[src/rtl/id_ex_stage_reg_if.sv]
// ID->EX stage bundle: decode-side capture inputs, WB refresh port and registered EX-side outputs.
// master drives the decode/WB side, slave is the stage register itself.
interface id_ex_stage_reg_if #(
    parameter int DATA_W = 32,
    parameter int ADDR_W = 5,
    parameter int CNT_W  = 16
);
    logic              stall_i;
    logic              flush_i;
    logic              valid_i;
    logic [DATA_W-1:0] pc_i;
    logic [DATA_W-1:0] rs1_data_i;
    logic [DATA_W-1:0] rs2_data_i;
    logic [DATA_W-1:0] imm_i;
    logic [ADDR_W-1:0] rs1_addr_i;
    logic [ADDR_W-1:0] rs2_addr_i;
    logic [ADDR_W-1:0] rd_addr_i;
    logic [9:0]        funct_i;
    logic [1:0]        alu_op_i;
    logic              alu_src_i;
    logic              reg_write_i;
    logic              mem_to_reg_i;
    logic              mem_read_i;
    logic              mem_write_i;
    logic              wb_write_i;
    logic [ADDR_W-1:0] wb_rd_i;
    logic [DATA_W-1:0] wb_data_i;

    logic              valid_o;
    logic [DATA_W-1:0] pc_o;
    logic [DATA_W-1:0] rs1_data_o;
    logic [DATA_W-1:0] rs2_data_o;
    logic [DATA_W-1:0] imm_o;
    logic [ADDR_W-1:0] rs1_addr_o;
    logic [ADDR_W-1:0] rs2_addr_o;
    logic [ADDR_W-1:0] rd_addr_o;
    logic [9:0]        funct_o;
    logic [1:0]        alu_op_o;
    logic              alu_src_o;
    logic              reg_write_o;
    logic              mem_to_reg_o;
    logic              mem_read_o;
    logic              mem_write_o;
    logic [CNT_W-1:0]  bubble_cnt_o;

    modport master (
        output stall_i, flush_i, valid_i, pc_i, rs1_data_i, rs2_data_i, imm_i,
               rs1_addr_i, rs2_addr_i, rd_addr_i, funct_i, alu_op_i, alu_src_i,
               reg_write_i, mem_to_reg_i, mem_read_i, mem_write_i,
               wb_write_i, wb_rd_i, wb_data_i,
        input  valid_o, pc_o, rs1_data_o, rs2_data_o, imm_o, rs1_addr_o, rs2_addr_o,
               rd_addr_o, funct_o, alu_op_o, alu_src_o, reg_write_o, mem_to_reg_o,
               mem_read_o, mem_write_o, bubble_cnt_o
    );

    modport slave (
        input  stall_i, flush_i, valid_i, pc_i, rs1_data_i, rs2_data_i, imm_i,
               rs1_addr_i, rs2_addr_i, rd_addr_i, funct_i, alu_op_i, alu_src_i,
               reg_write_i, mem_to_reg_i, mem_read_i, mem_write_i,
               wb_write_i, wb_rd_i, wb_data_i,
        output valid_o, pc_o, rs1_data_o, rs2_data_o, imm_o, rs1_addr_o, rs2_addr_o,
               rd_addr_o, funct_o, alu_op_o, alu_src_o, reg_write_o, mem_to_reg_o,
               mem_read_o, mem_write_o, bubble_cnt_o
    );
endinterface

[src/rtl/id_ex_stage_reg.sv]
// ID/EX pipeline register, 1-cycle registered latency; priority reset > flush > stall > load.
// Stall holds contents but refreshes held operands from WB; flush inserts a counted bubble.
module id_ex_stage_reg #(
    parameter int DATA_W = 32,
    parameter int ADDR_W = 5,
    parameter int CNT_W  = 16
) (
    input  logic             clk_i,
    input  logic             rst_i,
    id_ex_stage_reg_if.slave bus
);
    typedef struct packed {
        logic              valid;
        logic [DATA_W-1:0] pc;
        logic [DATA_W-1:0] rs1_data;
        logic [DATA_W-1:0] rs2_data;
        logic [DATA_W-1:0] imm;
        logic [ADDR_W-1:0] rs1_addr;
        logic [ADDR_W-1:0] rs2_addr;
        logic [ADDR_W-1:0] rd_addr;
        logic [9:0]        funct;
        logic [1:0]        alu_op;
        logic              alu_src;
        logic              reg_write;
        logic              mem_to_reg;
        logic              mem_read;
        logic              mem_write;
    } stage_t;

    stage_t           stage_q, stage_d;
    logic [CNT_W-1:0] bubble_cnt_q, bubble_cnt_d;

    logic wb_live;
    logic rs1_load_hit, rs2_load_hit, rs1_hold_hit, rs2_hold_hit;

    // x0 is hardwired zero, so a WB to index 0 must never be forwarded.
    assign wb_live      = bus.wb_write_i && (bus.wb_rd_i != '0);
    assign rs1_load_hit = wb_live && (bus.wb_rd_i == bus.rs1_addr_i);
    assign rs2_load_hit = wb_live && (bus.wb_rd_i == bus.rs2_addr_i);
    assign rs1_hold_hit = wb_live && (bus.wb_rd_i == stage_q.rs1_addr);
    assign rs2_hold_hit = wb_live && (bus.wb_rd_i == stage_q.rs2_addr);

    always_comb begin
        stage_d      = stage_q;
        bubble_cnt_d = bubble_cnt_q;
        if (bus.flush_i) begin
            stage_d = '0;
            if (bubble_cnt_q != '1) begin
                bubble_cnt_d = bubble_cnt_q + CNT_W'(1);
            end
        end else if (bus.stall_i) begin
            if (rs1_hold_hit) stage_d.rs1_data = bus.wb_data_i;
            if (rs2_hold_hit) stage_d.rs2_data = bus.wb_data_i;
        end else begin
            stage_d.valid      = bus.valid_i;
            stage_d.pc         = bus.pc_i;
            stage_d.rs1_data   = rs1_load_hit ? bus.wb_data_i : bus.rs1_data_i;
            stage_d.rs2_data   = rs2_load_hit ? bus.wb_data_i : bus.rs2_data_i;
            stage_d.imm        = bus.imm_i;
            stage_d.rs1_addr   = bus.rs1_addr_i;
            stage_d.rs2_addr   = bus.rs2_addr_i;
            stage_d.rd_addr    = bus.rd_addr_i;
            stage_d.funct      = bus.funct_i;
            stage_d.alu_op     = bus.alu_op_i;
            stage_d.alu_src    = bus.alu_src_i;
            // Side-effecting controls are killed for an empty slot; data rides along untouched.
            stage_d.reg_write  = bus.reg_write_i  && bus.valid_i;
            stage_d.mem_to_reg = bus.mem_to_reg_i && bus.valid_i;
            stage_d.mem_read   = bus.mem_read_i   && bus.valid_i;
            stage_d.mem_write  = bus.mem_write_i  && bus.valid_i;
        end
    end

    always_ff @(posedge clk_i) begin
        if (rst_i) begin
            stage_q      <= '0;
            bubble_cnt_q <= '0;
        end else begin
            stage_q      <= stage_d;
            bubble_cnt_q <= bubble_cnt_d;
        end
    end

    assign bus.valid_o      = stage_q.valid;
    assign bus.pc_o         = stage_q.pc;
    assign bus.rs1_data_o   = stage_q.rs1_data;
    assign bus.rs2_data_o   = stage_q.rs2_data;
    assign bus.imm_o        = stage_q.imm;
    assign bus.rs1_addr_o   = stage_q.rs1_addr;
    assign bus.rs2_addr_o   = stage_q.rs2_addr;
    assign bus.rd_addr_o    = stage_q.rd_addr;
    assign bus.funct_o      = stage_q.funct;
    assign bus.alu_op_o     = stage_q.alu_op;
    assign bus.alu_src_o    = stage_q.alu_src;
    assign bus.reg_write_o  = stage_q.reg_write;
    assign bus.mem_to_reg_o = stage_q.mem_to_reg;
    assign bus.mem_read_o   = stage_q.mem_read;
    assign bus.mem_write_o  = stage_q.mem_write;
    assign bus.bubble_cnt_o = bubble_cnt_q;
endmodule

[src/flat_wrapper.sv]
// flat-port wrapper written by rule: the top's interface ports become plain ports
module id_ex_stage_reg_flat 
#(
    parameter int DATA_W = 32,
    parameter int ADDR_W = 5,
    parameter int CNT_W  = 16
)
  (clk_i, rst_i, bus_stall_i, bus_flush_i, bus_valid_i, bus_pc_i, bus_rs1_data_i, bus_rs2_data_i, bus_imm_i, bus_rs1_addr_i, bus_rs2_addr_i, bus_rd_addr_i, bus_funct_i, bus_alu_op_i, bus_alu_src_i, bus_reg_write_i, bus_mem_to_reg_i, bus_mem_read_i, bus_mem_write_i, bus_wb_write_i, bus_wb_rd_i, bus_wb_data_i, bus_valid_o, bus_pc_o, bus_rs1_data_o, bus_rs2_data_o, bus_imm_o, bus_rs1_addr_o, bus_rs2_addr_o, bus_rd_addr_o, bus_funct_o, bus_alu_op_o, bus_alu_src_o, bus_reg_write_o, bus_mem_to_reg_o, bus_mem_read_o, bus_mem_write_o, bus_bubble_cnt_o);
  id_ex_stage_reg_if #(.DATA_W(DATA_W), .ADDR_W(ADDR_W), .CNT_W(CNT_W)) bus_i ();
  input  logic clk_i;
  input  logic rst_i;
  input wire logic [$bits(bus_i.stall_i)-1:0] bus_stall_i;
  input wire logic [$bits(bus_i.flush_i)-1:0] bus_flush_i;
  input wire logic [$bits(bus_i.valid_i)-1:0] bus_valid_i;
  input wire logic [$bits(bus_i.pc_i)-1:0] bus_pc_i;
  input wire logic [$bits(bus_i.rs1_data_i)-1:0] bus_rs1_data_i;
  input wire logic [$bits(bus_i.rs2_data_i)-1:0] bus_rs2_data_i;
  input wire logic [$bits(bus_i.imm_i)-1:0] bus_imm_i;
  input wire logic [$bits(bus_i.rs1_addr_i)-1:0] bus_rs1_addr_i;
  input wire logic [$bits(bus_i.rs2_addr_i)-1:0] bus_rs2_addr_i;
  input wire logic [$bits(bus_i.rd_addr_i)-1:0] bus_rd_addr_i;
  input wire logic [$bits(bus_i.funct_i)-1:0] bus_funct_i;
  input wire logic [$bits(bus_i.alu_op_i)-1:0] bus_alu_op_i;
  input wire logic [$bits(bus_i.alu_src_i)-1:0] bus_alu_src_i;
  input wire logic [$bits(bus_i.reg_write_i)-1:0] bus_reg_write_i;
  input wire logic [$bits(bus_i.mem_to_reg_i)-1:0] bus_mem_to_reg_i;
  input wire logic [$bits(bus_i.mem_read_i)-1:0] bus_mem_read_i;
  input wire logic [$bits(bus_i.mem_write_i)-1:0] bus_mem_write_i;
  input wire logic [$bits(bus_i.wb_write_i)-1:0] bus_wb_write_i;
  input wire logic [$bits(bus_i.wb_rd_i)-1:0] bus_wb_rd_i;
  input wire logic [$bits(bus_i.wb_data_i)-1:0] bus_wb_data_i;
  output wire logic [$bits(bus_i.valid_o)-1:0] bus_valid_o;
  output wire logic [$bits(bus_i.pc_o)-1:0] bus_pc_o;
  output wire logic [$bits(bus_i.rs1_data_o)-1:0] bus_rs1_data_o;
  output wire logic [$bits(bus_i.rs2_data_o)-1:0] bus_rs2_data_o;
  output wire logic [$bits(bus_i.imm_o)-1:0] bus_imm_o;
  output wire logic [$bits(bus_i.rs1_addr_o)-1:0] bus_rs1_addr_o;
  output wire logic [$bits(bus_i.rs2_addr_o)-1:0] bus_rs2_addr_o;
  output wire logic [$bits(bus_i.rd_addr_o)-1:0] bus_rd_addr_o;
  output wire logic [$bits(bus_i.funct_o)-1:0] bus_funct_o;
  output wire logic [$bits(bus_i.alu_op_o)-1:0] bus_alu_op_o;
  output wire logic [$bits(bus_i.alu_src_o)-1:0] bus_alu_src_o;
  output wire logic [$bits(bus_i.reg_write_o)-1:0] bus_reg_write_o;
  output wire logic [$bits(bus_i.mem_to_reg_o)-1:0] bus_mem_to_reg_o;
  output wire logic [$bits(bus_i.mem_read_o)-1:0] bus_mem_read_o;
  output wire logic [$bits(bus_i.mem_write_o)-1:0] bus_mem_write_o;
  output wire logic [$bits(bus_i.bubble_cnt_o)-1:0] bus_bubble_cnt_o;
  assign bus_i.stall_i = bus_stall_i;
  assign bus_i.flush_i = bus_flush_i;
  assign bus_i.valid_i = bus_valid_i;
  assign bus_i.pc_i = bus_pc_i;
  assign bus_i.rs1_data_i = bus_rs1_data_i;
  assign bus_i.rs2_data_i = bus_rs2_data_i;
  assign bus_i.imm_i = bus_imm_i;
  assign bus_i.rs1_addr_i = bus_rs1_addr_i;
  assign bus_i.rs2_addr_i = bus_rs2_addr_i;
  assign bus_i.rd_addr_i = bus_rd_addr_i;
  assign bus_i.funct_i = bus_funct_i;
  assign bus_i.alu_op_i = bus_alu_op_i;
  assign bus_i.alu_src_i = bus_alu_src_i;
  assign bus_i.reg_write_i = bus_reg_write_i;
  assign bus_i.mem_to_reg_i = bus_mem_to_reg_i;
  assign bus_i.mem_read_i = bus_mem_read_i;
  assign bus_i.mem_write_i = bus_mem_write_i;
  assign bus_i.wb_write_i = bus_wb_write_i;
  assign bus_i.wb_rd_i = bus_wb_rd_i;
  assign bus_i.wb_data_i = bus_wb_data_i;
  assign bus_valid_o = bus_i.valid_o;
  assign bus_pc_o = bus_i.pc_o;
  assign bus_rs1_data_o = bus_i.rs1_data_o;
  assign bus_rs2_data_o = bus_i.rs2_data_o;
  assign bus_imm_o = bus_i.imm_o;
  assign bus_rs1_addr_o = bus_i.rs1_addr_o;
  assign bus_rs2_addr_o = bus_i.rs2_addr_o;
  assign bus_rd_addr_o = bus_i.rd_addr_o;
  assign bus_funct_o = bus_i.funct_o;
  assign bus_alu_op_o = bus_i.alu_op_o;
  assign bus_alu_src_o = bus_i.alu_src_o;
  assign bus_reg_write_o = bus_i.reg_write_o;
  assign bus_mem_to_reg_o = bus_i.mem_to_reg_o;
  assign bus_mem_read_o = bus_i.mem_read_o;
  assign bus_mem_write_o = bus_i.mem_write_o;
  assign bus_bubble_cnt_o = bus_i.bubble_cnt_o;
  id_ex_stage_reg #(.DATA_W(DATA_W), .ADDR_W(ADDR_W), .CNT_W(CNT_W)) u_core (.clk_i(clk_i), .rst_i(rst_i), .bus(bus_i));
endmodule
[config.mk]
export PLATFORM = sky130hd
export DESIGN_NAME = id_ex_stage_reg_flat
export DESIGN_NICKNAME = d
export VERILOG_FILES = /design/src/rtl/id_ex_stage_reg_if.sv /design/src/rtl/id_ex_stage_reg.sv /design/src/flat_wrapper.sv
export SDC_FILE = /design/constraint.sdc
export NUM_CORES = 1
export LEC_CHECK = 0
export BUFFER_PORTS_ARGS = -buffer_cell sky130_fd_sc_hd__buf_2
export CAP_MARGIN = 20
export CORE_AREA = 2 2 148 150
export CTS_CLUSTER_DIAMETER = 60
export DETAILED_ROUTE_END_ITERATION = 10
export DIE_AREA = 0 0 150 152
export PLACE_DENSITY = 0.67
export SLEW_MARGIN = 20
export SYNTH_ARGS = -nofsm -noshare
export SYNTH_HDL_FRONTEND = slang
export SYNTH_SLANG_ARGS = --single-unit
[constraint.sdc]
create_clock -name clk_i -period 1.7 [get_ports clk_i]
set_input_delay 0.085 -clock clk_i [delete_from_list [all_inputs] [get_ports clk_i]]
set_output_delay 0.085 -clock clk_i [all_outputs]
set_load 0.02 [all_outputs]
==> flow_summary_export.csv <==
group,metric,value,unit
critical_path,cp_slowest_stage_delay,0.54,ns
yosys,synth_seq_cells,177,
pwr,leakagePower,5.942,nW
layout,multi_input_area,3541,sq um
critical_path,reg2regPathDepth,7,
die,rows,54,
hold_path,min_to,"u_core.bus.rs2_data_o[13]$_SDFFE_PP0P_",
hold_path,hold_start,"bus_wb_data_i[13]",
cts,cts.sinks,177,
yosys,syn_nets,1005,
sta,relSlewSlack,0.6958,
die,die_y,152,um
critical_path,cp_max_fo,12,
sta,setup_viol,0,
die,start_util,0.3363,
placed_design,port_buffers,379,
cts,h-tree-depth,4,
drt,finalWirelength,29510,um
yosys,synth_top_area_share,0.4936,
pwr,powerDensity,823.5,nW/um^2
die,dieArea,22800,sq um
sta,worst_hold_slack,0.02862,ns
cts,cts-root-buf,"clkbuf_16",
cts,cts_tree,"built",
yosys,synth_flop_cell,"dfxtp_1",
yosys,yosys_warnings,0,
sta,hold_viol,0,
hold_path,worstHoldPathType,"primary input to flop",
drt,remaining_drc_errors,0,
status,status,"finished clean",
global_routing,grt_max_degree,91,
die,io_pins,380,
critical_path,criticalPathCategory,"primary input to flop",
layout,fill_cells,1772,
placed_design,dp_cells,1450,
yosys,synth_commonest_cells,"dfxtp_1 (177), nor2_1 (117), mux2i_1 (93)",
pwr,vdd.ir_drop.worst,574.6,uV
global_routing,first_global_vias,8738,
cts,cts.path.max_buffers,2,
sta,period_needed,1.659,ns
drt,ant_nets,0,
sta,slew_violations,0,
drt,drtIter0Drc,450,
yosys,ys_top_cells_by_area,"dfxtp_1 (49%), mux2i_1 (13%), nor2_1 (6.1%), a21oi_1 (4.7%), nand2_1 (4.2%)",
critical_path,crit_required,2.05,ns
layout,fin_util,0.5887,
yosys,yosysSeqAreaShare,0.4936,
layout,drive_gt1_frac,0.3635,
cts,cts-buffers-inserted,17,
critical_path,crit_chain,"dlygate4sd3_1 -> buf_2 -> xor2_1 -> or2_2 -> o31ai_4 -> buf_4 -> buf_12 -> nand2_1 -> a21oi_1",
drt,vias,8415,
hold_path,min_path_cells,3,
sta,fin_setup_tns,0,ns
critical_path,reg2reg_to,"u_core.bus.rs1_data_o[20]$_SDFFE_PP0P_",
global_routing,grt.total_usage,0.2510,
die,coreArea,21350,sq um
global_routing,antenna_found_initial,0,
yosys,avgSynthCellArea,8.963,sq um
critical_path,path_buf_inv,4,
layout,seq_area,3547,sq um
critical_path,cp_top_family,"buffers and inverters",
sta,max_freq,602.7,MHz
critical_path,crit_path_top_delay_cell,"dlygate4sd3_1",
placed_design,gp_congestion,0.8193,
sta,fin_crit_sh,0.9760,
drt,viasPerCell,5.000,
yosys,synth_edf_count,0,
sta,tightest_slew,0.4562,ns
placed_design,hpwl,18310,um
cts,clock_latency,0.42,ns
drt,wl_per_cell,17.54,um
yosys,synthArstFlopShare,0,
yosys,yosysTopAreaCell,"dfxtp_1",
yosys,synthCells,801,
drt,drtPass1Iterations,5,
critical_path,timing.rr.start,"u_core.bus.rs1_addr_o[3]$_SDFFE_PP0N_",
sta,grt_setup_unrepaired,"true",
layout,synthToLayoutAreaGrowth,75.08,%
yosys,syn_area,7179,sq um
die,die_w,150,um
yosys,yosysMostFrequentCell,"dfxtp_1",
layout,final_nets,1594,
sta,clock_skew,0.02133,ns
global_routing,overflow,0,
job,drv_cap,0,
cts,clkTransAtPathRegs,0.08,ns
global_routing,grt_pass1_wl,44920,um
critical_path,reg2reg_setup_slack,0.07,ns
critical_path,worst_ep_arrival_time,2.01,ns
critical_path,critPathCaptureType,"flop",
layout,final_cells,1683,
yosys,ys_types,37,
critical_path,start_kind,"primary input",
layout,diodes,0,
==> kinds of logic (layout without fill, tap and decap cells) <==
| group | count (synthesis) | count (layout) | synth area share |
|---|---|---|---|
| adder cells (fa/ha/maj) | 1 | 1 | 0.001742 |
| XOR/XNOR | 30 | 30 | 0.03660 |
| multiplexers | 93 | 93 | 0.1297 |
| buffers and inverters | 64 | 665 | 0.03869 |
| AND/OR/NAND/NOR | 244 | 244 | 0.1396 |
| AO/OA/AOI/OAI | 192 | 193 | 0.1602 |
| flip-flops | 177 | 177 | 0.4936 |
==> worst reg2reg max path: cells and delay by family (launching register included) <==
kind	cells	cell delay, ns
AOI/OAI and AO/OA	3	0.51
xor gates and xnor gates	1	0.17
buffers and inverters	2	0.36
DFF	1	0.34
and+or+nand+nor	1	0.17
==> worst max path at each step <==
stage | to | cells after the start | from
4_1_cts | u_core.bus.rs1_data_o[29]$_SDFFE_PP0P_ | 7 | u_core.bus.rs1_addr_o[2]$_SDFFE_PP0N_
2_1_floorplan | u_core.bus.bubble_cnt_o[1]$_SDFFE_PP0P_ | 6 | u_core.bus.bubble_cnt_o[3]$_SDFFE_PP0P_
3_3_place_gp | u_core.bus.rs1_data_o[25]$_SDFFE_PP0P_ | 5 | u_core.bus.rs1_addr_o[1]$_SDFFE_PP0N_
3_5_place_dp | u_core.bus.rs1_data_o[9]$_SDFFE_PP0P_ | 5 | u_core.bus.rs1_addr_o[1]$_SDFFE_PP0N_
6_report | u_core.bus.rs1_data_o[10]$_SDFFE_PP0P_ | 9 | bus_rs1_addr_i[2]
5_1_grt | u_core.bus.rs1_data_o[10]$_SDFFE_PP0P_ | 7 | u_core.bus.rs1_addr_o[3]$_SDFFE_PP0N_
==> through the flow <==
| step | total power (W) | setup WS, ns | instance area [sq um] |
|---|---|---|---|
| global route | 0.01077 | -0.04841 | 12570 |
| CTS | 0.01038 | 0.0008702 | 12440 |
| global placement | 0.005878 | -0.3260 | 9798 |
| floorplan | 0.005210 | -0.02524 | 7202 |
| detailed placement | 0.005895 | -0.4443 | 9798 |
| finish | 0.01035 | 0.04078 | 12570 |
==> layout by cell type, fill, tap and decap left out, drive strengths merged, types with 18 or more instances in the layout <==
cell type,instances
a22oi,18
nand3,20
buf,440
o21ai,49
nor2,117
nand2,81
a21oi,67
mux2i,93
dfxtp,177
clkbuf,18
o211ai,19
dlygate4sd3,189
xnor2,27
a31oi,25
==> where the power goes <==
part           internal [W]  switching [W]  leakage [nW]
Clock               0.00213        0.00195         0.295
Combinational      0.000946       0.000957          4.20
Sequential          0.00429      0.0000809          1.44
==> registers in the layout, indices dropped and copies added (netlist names), 2 cells and up <==
name and flops:
u_core.bus.rd_addr_o 5, u_core.bus.funct_o 10, u_core.bus.imm_o 32, u_core.bus.rs2_data_o 32, u_core.bus.bubble_cnt_o 16, u_core.bus.rs2_addr_o 5
u_core.bus.rs1_data_o 32, u_core.bus.pc_o 32, u_core.bus.alu_op_o 2, u_core.bus.rs1_addr_o 5
==> what timing repair did <==
item,in CTS,in global routing
setup endpoints to repair,25,60
hold buffers,189,0
buffers inserted,6,3
gates resized for setup,5,17
hold endpoints to repair,160,0
pin swaps,7,5
cloned,2,1
==> area by class of cell <==
type                       instances  area share
clock buffer                      17     0.03384
clock inverter                    15     0.01533
inverter                           2   0.0005973
multi-input combinational        561      0.2817
sequential                       177      0.2822
tap                              280     0.02787
timing repair buffer             631      0.3584
==> per-layer routing <==
layer / wire length [um] / up-vias / track usage / share of wire
li1: - / 3982 / - / -
met1: 10690 / 3848 / 0.2640 / 0.36
met2: 14540 / 480 / 0.4394 / 0.49
met3: 2515 / 105 / 0.06577 / 0.085
met4: 1767 / 0 / 0.1595 / 0.060
met5: 0 / - / 0 / 0
Power figures use the tool's default switching activity.
